`config.mk`:
```
export PLATFORM = sky130hd
export DESIGN_NAME = grf_wb_queue_flat
export DESIGN_NICKNAME = d
export VERILOG_FILES = /design/src/rtl/grf_wb_queue_if.sv /design/src/rtl/grf_wb_queue.sv /design/src/flat_wrapper.sv
export SDC_FILE = /design/constraint.sdc
export NUM_CORES = 1
export LEC_CHECK = 0
export ABC_AREA = 1
export BUFFER_PORTS_ARGS = -buffer_cell sky130_fd_sc_hd__buf_2
export CAP_MARGIN = 20
export CORE_MARGIN = 1.5
export CORE_UTILIZATION = 55
export DETAILED_ROUTE_END_ITERATION = 12
export PLACE_DENSITY = 0.76
export SETUP_SLACK_MARGIN = 0.1
export SLEW_MARGIN = 20
export SYNTH_ARGS = -nofsm -noshare
export SYNTH_HDL_FRONTEND = slang
export SYNTH_SLANG_ARGS = --single-unit
```
`constraint.sdc`:
```
create_clock -name clk -period 5.5 [get_ports clk]
set_clock_uncertainty 0.2 [all_clocks]
set_input_delay 0.55 -clock clk [delete_from_list [all_inputs] [get_ports clk]]
set_output_delay 0.55 -clock clk [all_outputs]
set_load 0.01 [all_outputs]
```
`src/rtl/grf_wb_queue_if.sv`:
```
`default_nettype none
// ============================================================================
//  Module   : grf_wb_queue_if
//  Brief    : Request, GRF write-port and forwarding-lookup bundle of the
//             GRF write-back queue.
//  Revision : 1.0
// ============================================================================
interface grf_wb_queue_if #(
    parameter int AW = 2
);
    logic          in_valid;
    logic          in_ready;
    logic [4:0]    in_wa;
    logic [31:0]   in_wd;
    logic [31:0]   in_pc;
    logic          hold;
    logic          RegWrite;
    logic [4:0]    WA;
    logic [31:0]   WD;
    logic [31:0]   PC;
    logic [4:0]    q_addr;
    logic          q_hit;
    logic [31:0]   q_data;
    logic [AW:0]   count;
    logic          empty;
    logic          full;

    modport slave (
        input  in_valid, in_wa, in_wd, in_pc, hold, q_addr,
        output in_ready, RegWrite, WA, WD, PC, q_hit, q_data, count, empty, full
    );

    modport master (
        output in_valid, in_wa, in_wd, in_pc, hold, q_addr,
        input  in_ready, RegWrite, WA, WD, PC, q_hit, q_data, count, empty, full
    );
endinterface
`default_nettype wire

```
`src/rtl/grf_wb_queue.sv`:
```
`default_nettype none
// ============================================================================
//  Module   : grf_wb_queue
//  Brief    : In-order write-back FIFO feeding the GRF write port, with a
//             youngest-match forwarding lookup over pending entries.
//  Revision : 1.0
// ============================================================================
module grf_wb_queue #(
    parameter int DEPTH = 4,
    parameter int AW    = 2
) (
    input  wire logic          clk,
    input  wire logic          reset,
    grf_wb_queue_if.slave      bus
);
    localparam logic [AW:0] C_DEPTH = (AW+1)'(DEPTH);

    logic [4:0]  r_wa_mem [DEPTH];
    logic [31:0] r_wd_mem [DEPTH];
    logic [31:0] r_pc_mem [DEPTH];

    logic [AW:0] r_head;
    logic [AW:0] r_tail;
    logic [AW:0] r_count;

    logic        w_empty;
    logic        w_full;
    logic        w_in_ready;
    logic        w_push_hs;
    logic        w_store;
    logic        w_retire;
    logic        w_hit;
    logic [31:0] w_qdata;
    logic [AW-1:0] w_head_idx;
    logic [AW-1:0] w_tail_idx;

    assign w_head_idx = r_head[AW-1:0];
    assign w_tail_idx = r_tail[AW-1:0];

    assign w_empty    = (r_count == '0);
    assign w_full     = (r_count == C_DEPTH);
    assign w_in_ready = !w_full;
    assign w_push_hs  = bus.in_valid && w_in_ready;
    // Writes to r0 complete the handshake but are dropped.
    assign w_store    = w_push_hs && (bus.in_wa != 5'd0);
    assign w_retire   = !w_empty && !bus.hold && !reset;

    always_ff @(posedge clk) begin
        if (reset) begin
            r_head  <= '0;
            r_tail  <= '0;
            r_count <= '0;
        end else begin
            if (w_store) begin
                r_tail <= r_tail + 1'b1;
            end
            if (w_retire) begin
                r_head <= r_head + 1'b1;
            end
            r_count <= r_count + (AW+1)'(w_store) - (AW+1)'(w_retire);
        end
    end

    always_ff @(posedge clk) begin
        if (w_store) begin
            r_wa_mem[w_tail_idx] <= bus.in_wa;
            r_wd_mem[w_tail_idx] <= bus.in_wd;
            r_pc_mem[w_tail_idx] <= bus.in_pc;
        end
    end

    // Scan oldest to youngest so the last match left standing is the youngest.
    always_comb begin
        w_hit   = 1'b0;
        w_qdata = 32'd0;
        for (int i = 0; i < DEPTH; i++) begin
            if (((AW+1)'(i) < r_count) && (bus.q_addr != 5'd0) &&
                (r_wa_mem[w_head_idx + AW'(i)] == bus.q_addr)) begin
                w_hit   = 1'b1;
                w_qdata = r_wd_mem[w_head_idx + AW'(i)];
            end
        end
    end

    assign bus.in_ready = w_in_ready;
    assign bus.RegWrite = w_retire;
    assign bus.WA       = w_empty ? 5'd0  : r_wa_mem[w_head_idx];
    assign bus.WD       = w_empty ? 32'd0 : r_wd_mem[w_head_idx];
    assign bus.PC       = w_empty ? 32'd0 : r_pc_mem[w_head_idx];
    assign bus.q_hit    = w_hit;
    assign bus.q_data   = w_qdata;
    assign bus.count    = r_count;
    assign bus.empty    = w_empty;
    assign bus.full     = w_full;
endmodule
`default_nettype wire

```
`src/flat_wrapper.sv`:
```
// flat-port wrapper written by rule: the top's interface ports become plain ports
module grf_wb_queue_flat 
#(
    parameter int DEPTH = 4,
    parameter int AW    = 2
)
  (clk, reset, bus_in_valid, bus_in_wa, bus_in_wd, bus_in_pc, bus_hold, bus_q_addr, bus_in_ready, bus_RegWrite, bus_WA, bus_WD, bus_PC, bus_q_hit, bus_q_data, bus_count, bus_empty, bus_full);
  grf_wb_queue_if #(.AW(AW)) bus_i ();
  input  wire logic clk;
  input  wire logic reset;
  input wire logic [$bits(bus_i.in_valid)-1:0] bus_in_valid;
  input wire logic [$bits(bus_i.in_wa)-1:0] bus_in_wa;
  input wire logic [$bits(bus_i.in_wd)-1:0] bus_in_wd;
  input wire logic [$bits(bus_i.in_pc)-1:0] bus_in_pc;
  input wire logic [$bits(bus_i.hold)-1:0] bus_hold;
  input wire logic [$bits(bus_i.q_addr)-1:0] bus_q_addr;
  output wire logic [$bits(bus_i.in_ready)-1:0] bus_in_ready;
  output wire logic [$bits(bus_i.RegWrite)-1:0] bus_RegWrite;
  output wire logic [$bits(bus_i.WA)-1:0] bus_WA;
  output wire logic [$bits(bus_i.WD)-1:0] bus_WD;
  output wire logic [$bits(bus_i.PC)-1:0] bus_PC;
  output wire logic [$bits(bus_i.q_hit)-1:0] bus_q_hit;
  output wire logic [$bits(bus_i.q_data)-1:0] bus_q_data;
  output wire logic [$bits(bus_i.count)-1:0] bus_count;
  output wire logic [$bits(bus_i.empty)-1:0] bus_empty;
  output wire logic [$bits(bus_i.full)-1:0] bus_full;
  assign bus_i.in_valid = bus_in_valid;
  assign bus_i.in_wa = bus_in_wa;
  assign bus_i.in_wd = bus_in_wd;
  assign bus_i.in_pc = bus_in_pc;
  assign bus_i.hold = bus_hold;
  assign bus_i.q_addr = bus_q_addr;
  assign bus_in_ready = bus_i.in_ready;
  assign bus_RegWrite = bus_i.RegWrite;
  assign bus_WA = bus_i.WA;
  assign bus_WD = bus_i.WD;
  assign bus_PC = bus_i.PC;
  assign bus_q_hit = bus_i.q_hit;
  assign bus_q_data = bus_i.q_data;
  assign bus_count = bus_i.count;
  assign bus_empty = bus_i.empty;
  assign bus_full = bus_i.full;
  grf_wb_queue #(.DEPTH(DEPTH), .AW(AW)) u_core (.clk(clk), .reset(reset), .bus(bus_i));
endmodule
```
After elaboration in Yosys (flattened, before gate mapping)
Memories as Yosys holds them, arrays and structs flattened. A register that Yosys moved wholly into a read port is not among the register bits.
Index checks and enable logic that the tools add are counted.
- output and inout port bits: 109
- flip-flop bits (word level): 9
- word-level logic and storage cells: 60
- RAM bits: 276
- memories: 3
- input bits: 78
- memories (memory ; depth ; bits a word ; read ports ; clocked after memory_dff ; write ports ; RTL line ; text):
    u_core.r_pc_mem ; 4 ; 32 ; 1 ; 1 ; 1 ; grf_wb_queue.sv:20 ; logic [31:0] r_pc_mem [DEPTH];
    u_core.r_wd_mem ; 4 ; 32 ; 4 ; 1 ; 1 ; grf_wb_queue.sv:19 ; logic [31:0] r_wd_mem [DEPTH];
    u_core.r_wa_mem ; 4 ; 5 ; 4 ; 1 ; 1 ; grf_wb_queue.sv:18 ; logic [4:0] r_wa_mem [DEPTH];
- reduce and logical (&&, ||, !) cells: 19
- order comparisons: 4
- equal/unequal tests: 5
- multiplexer cells: 19
- $add $sub $neg: 7
- operator list (cell ; count):
    $mux 32 ; 6
    $eq 5x5->1 ; 4
    $logic_and 1x1->1 ; 12
    $mux 2 ; 6
    $reduce_bool 5->1 ; 2
    $add 3x1->3 const B ; 2
    $lt 1x3->1 const A ; 2
    $lt 2x3->1 const A ; 2
    $mux 1 ; 6
    $mux 5 ; 1
    $add 2x2->2 const B ; 2
    $logic_not 1->1 ; 4
    $add 3x1->3 ; 1
    $eq 3x3->1 const B ; 1
    $logic_not 3->1 ; 1
    $sub 3x1->3 ; 1
    $add 2x1->2 const B ; 1

Depth between registers and ports, before layout
- word-level depth: 7
- depth in mapped cells: 16
- gate-level depth less buffers: 14

Worst setup path after synthesis
Ideal clock, no wire load.
- path kind: reg2reg
- start point: reg u_core.r_count[1] (netlist: u_core.bus.count[1])
- end point: mem u_core.r_pc_mem[0][0], enable pin
- cell stages (with the launch flop): 7
- arrival time: 3.922 ns
- clock period less this slack: 4.619 ns
- library setup time: 0.496 ns
- setup slack: 0.881 ns
- required time: 4.804 ns
- path buffers: 0
- path through: dfxtp_1 nor3_1 inv_1 nand2_1 nor2_1 inv_1 nor2_1
- word-level cells in the longest chain between the ends: 6
- RTL lines (element ; RTL line ; text):
    start, declared ; grf_wb_queue.sv:24 ; logic [AW:0] r_count;
    start signal, assigned ; grf_wb_queue.sv:60 ; r_count <= r_count + (AW+1)'(w_store) - (AW+1)'(w_retire);
    $eq 3x3->1 ; grf_wb_queue.sv:41 ; assign w_full = (r_count == C_DEPTH);
    net bus_full ; flat_wrapper.sv:26 ; output wire logic [$bits(bus_i.full)-1:0] bus_full;
    $logic_not 1->1 ; grf_wb_queue.sv:42 ; assign w_in_ready = !w_full;
    net bus_in_ready ; flat_wrapper.sv:17 ; output wire logic [$bits(bus_i.in_ready)-1:0] bus_in_ready;
    $logic_and 1x1->1 ; grf_wb_queue.sv:43 ; assign w_push_hs = bus.in_valid && w_in_ready;
    $logic_and 1x1->1 ; grf_wb_queue.sv:45 ; assign w_store = w_push_hs && (bus.in_wa != 5'd0);
    net u_core.w_store ; grf_wb_queue.sv:30 ; logic w_store;
    $mux 1 ; grf_wb_queue.sv:65 ; if (w_store) begin
    $mux 1 (not written as such) ; grf_wb_queue.sv:68 ; r_pc_mem[w_tail_idx] <= bus.in_pc;
    end, declared ; grf_wb_queue.sv:20 ;
The timed path passes the listed nets, and every way through them passes these cells.

Worst setup path after layout
- start point: reg u_core.r_head[0]
- end point: out bus_q_data[8]
- word-level cells in the longest chain between the ends: 7
- elaborated cells on any way between the ends: 14
- those cells by class: add/sub: 3; eq/ne: 3; mux: 3; reduce/logical: 3; memory: 2
- RTL lines (element ; RTL line ; text):
    start, declared ; grf_wb_queue.sv:22 ; logic [AW:0] r_head;
    start signal, assigned ; grf_wb_queue.sv:58 ; r_head <= r_head + 1'b1;
    $add 2x1->2 ; grf_wb_queue.sv:78, grf_wb_queue.sv:80 ;
    $mem_v2 4x5 ; - ;
    $eq 5x5->1 ; grf_wb_queue.sv:78 ; (r_wa_mem[w_head_idx + AW'(i)] == bus.q_addr)) begin
    $logic_and 1x1->1 ; grf_wb_queue.sv:77 ; if (((AW+1)'(i) < r_count) && (bus.q_addr != 5'd0) &&
    $mux 32 (2 in a row) ; grf_wb_queue.sv:77 ;
    $mux 32 * ; grf_wb_queue.sv:77 ;
    end, declared ; flat_wrapper.sv:23 ; output wire logic [$bits(bus_i.q_data)-1:0] bus_q_data;
Mark *: on every way between the ends. The rest lies on a longest branch, timed or not.

==> impl_metrics.toml <==
[synth]
synth_area_sq_mm = 0.0155
muxShareOfSynthArea = 0.00129
ys_seq_area_frac = 0.546
synth_top_area_share = 0.534
synth-seq-cells = 285
synth_adder_area_share = 0.00774
async_reset_ff_frac = 0
synth_xor_area_frac = 0.000565
synth_compound_area_frac = 0.153
synthCells = 1825
yosysTopAreaCell = "edfxtp_1"
synth-main-ff-cell = "edfxtp_1"
synth_cell_types = 39
synth_edf_count = 276
netlist_top_cells_area = "edfxtp_1, nand2_1, o21ai_0"
synth_top_family_by_area = "simple AND/OR/NAND/NOR gates"
syn_nets = 1912
synth-simple-area-share = 0.220
synth_warnings = 0
avgSynthCellArea_sq_um = 8.50

[clocking]
post_cts_buffers = 0
clock-root-buffer = "clkbuf_16"
clk-insertion-delay-late_ps = 560
htreeDepth = 1
numClockSinks = 285
cts-resized-gates = 0
cts_buffers = 30
path_clk_slew_ps = 70
cts_buffer_depth = 3
cts_tree = "built"

[critical_path]
crit_required_ps = 4750
crit_type = "reg -> out"
path_delay_family = "simple AND/OR/NAND/NOR gates"
cp-end-kind = "output pin"
path_cells = "inv_4 > nand2_4 > nand2_2 > nand2_1 > nand2_1 > nand2_1 > nand2_1 > nor2_4 > nand3_2 > nand2_1 > nand3_1 > nand2_1 > nand2_1 > buf_2"
cp_slowest_cell = "dfxtp_4"
crit_path_max_incr_delay_ps = 680
critical_path_peak_fanout = 53
critPathBufInv = 2
path_common_cell = "nand2_1"
cp.arrival_ps = 4400
startpoint_type = "flip-flop"

[route]
ant_nets = 0
first_iter_violations = 1586
wl_per_cell_microns = 18.3
vias = 13822
wirelength_microns = 43400
drcViolationCount = 0
firstDrtPassIters = 8
avgViaCountPerCell = 5.83

[power]
switching_power_mw = 3.82
switching_share = 0.427
p_int_mw = 5.13
seqPwrFrac = 0.316
ir_drop_mv = 0.364
total_power_mw = 8.95
p_comb_frac = 0.452
p_leak_nw = 7.54
powerDensity_mw_per_mm2 = 501
clkPwrFrac = 0.232

[worst_hold_path]
hold_class = "in -> reg"

[timing]
finalSetupViolations = 0
rsz0062_at_grt = "false"
final_hold_viol_count = 0
period_share = 0.936
fin_hold_ws_ps = 6.64
relSlewSlack = 0.256
maxSlewViolCount = 0
tightest_slew_ps = 1120
finalSetupTns_ps = 0
fin_crit_ps = 5150
clock.fmax_mhz = 194

[job]
maxCapViolCount = 0

[grt]
grt_overflow_total = 0
grt_pass1_vias = 13036
grt_pass1_wl_microns = 66700
grt_max_degree = 100
antenna_found_initial = 5
track_usage = 0.294

[die]
die-height_microns = 171
start_util = 0.558
die_area_sq_mm = 0.0292
die_x_microns = 171
io_pins = 187
core-area_sq_mm = 0.0278
num_rows = 61

[finish]
area_growth_pct = 15.2
final_cells = 2369
drive_gt1_frac = 0.144
nNetsFinal = 2053
utilization = 0.643

[place]
dpl.cell_count = 2288
place_congestion = 0.882
hpwlAfterDp_microns = 25600
port_buffers = 186

[outcome]
status = "finished, final reports clean"
cells in the mapped netlist (8+ instances only):
cell type / instances
nand2_1: 483
edfxtp_1: 276
nor2_1: 243
o21ai_0: 235
inv_1: 132
a21oi_1: 116
nand3_1: 60
clkbuf_1: 54
buf_2: 37
nand4_1: 32
o221ai_1: 26
buf_1: 17
o211ai_1: 16
a2bb2oi_1: 14
dfxtp_1: 9
buf_4: 8
ha_1: 8
o21ai_1: 8
metal layers:
| layer | global-route usage | up-vias | wire [microns] |
|---|---|---|---|
| li1 | - | 6511 | - |
| met3 | 0.0682 | 154 | 4710 |
| met5 | 0 | - | 24 |
| met2 | 0.503 | 790 | 21000 |
| met4 | 0.133 | 4 | 1580 |
| met1 | 0.354 | 6363 | 16100 |
through the flow:
stage	area (sq um)	setup slack, ps
3_5_place_dp	16600	1020
4_1_cts	17800	408
5_1_grt	17900	146
3_3_place_gp	16600	1130
2_1_floorplan	15500	881
6_report	17900	351
registers in the layout, summed over array words and instances (netlist names), named ones only:
register and cells:
u_core.r_pc_mem 128, u_core.r_wd_mem 128, u_core.r_wa_mem 20, u_core.bus.count 3, u_core.r_head 2, u_core.r_tail 2
cell type report:
| type | count | area, sq um |
|---|---|---|
| antenna | 3 | 7.51 |
| clock buffer | 32 | 779 |
| clock inverter | 22 | 245 |
| fill | 2282 | 9920 |
| inverter | 138 | 526 |
| multi-input combinational | 1281 | 5990 |
| sequential | 285 | 8480 |
| tap | 378 | 473 |
| timing repair buffer | 230 | 1370 |
placed cells by master, fill, tap and decap left out, types with 4 or more instances in the layout:
master / count
nor2_1: 239
a221oi_1: 6
o21ai_0: 235
o211ai_1: 16
buf_4: 18
buf_12: 4
dfxtp_1: 6
o221ai_1: 26
ha_1: 8
inv_1: 132
buf_2: 186
clkinv_2: 7
nand3_2: 4
nand2_1: 483
bufinv_16: 5
nand2_2: 6
edfxtp_1: 276
o22ai_1: 5
nand3_1: 59
nor2_4: 7
clkinv_1: 6
dlygate4sd3_1: 22
clkbuf_16: 31
a21oi_1: 116
nand4_1: 32
a2bb2oi_1: 14
o21ai_1: 8
logic make-up (layout without fill, tap and decap cells):
group,count (synthesis),count (layout)
other cells,0,3
mux,2,2
simple gates,839,840
buf+inv,260,422
flops,285,285
fa+ha+maj,9,9
xor+xnor,1,1
compound gates,429,429
path summary, 6_finish.rpt:
path | start | to | slack [ps] | depth (start not counted)
min reg2reg | u_core.r_tail[1] | u_core.r_tail[1] | 350 | 2
max | u_core.r_head[0] | bus_q_data[8] | 350 | 14
max reg2reg | u_core.r_head[0] | flip-flop | 2450 | 6
min | bus_in_pc[5] | u_core.r_pc_mem[0][5] | 7 | 1
worst reg2reg max path, cell delays in order (launching register included):
cell     delay [ps]
dfxtp_4         510
inv_4           510
nand2_4         370
nand2_2         470
buf_4           530
o21ai_0         170
a21oi_1         190
what timing repair did:
action | 4_1_cts | 5_1_grt
setup endpoints to repair | 0 | 2
endpoints found under the hold margin | 61 | 6
hold buffers | 19 | 3
power by group through the flow:
| stage | combinational [mW] | clock [mW] | sequential [mW] |
|---|---|---|---|
| after floorplan | 2.76 | 0 | 2.79 |
| after global placement | 3.88 | 0 | 2.86 |
| after detailed placement | 3.96 | 0 | 2.87 |
| after CTS | 3.99 | 2.09 | 2.82 |
| after global routing | 4.48 | 2.17 | 2.85 |
| final | 4.05 | 2.08 | 2.83 |
Note: power is estimated with default switching activity, not from simulation.
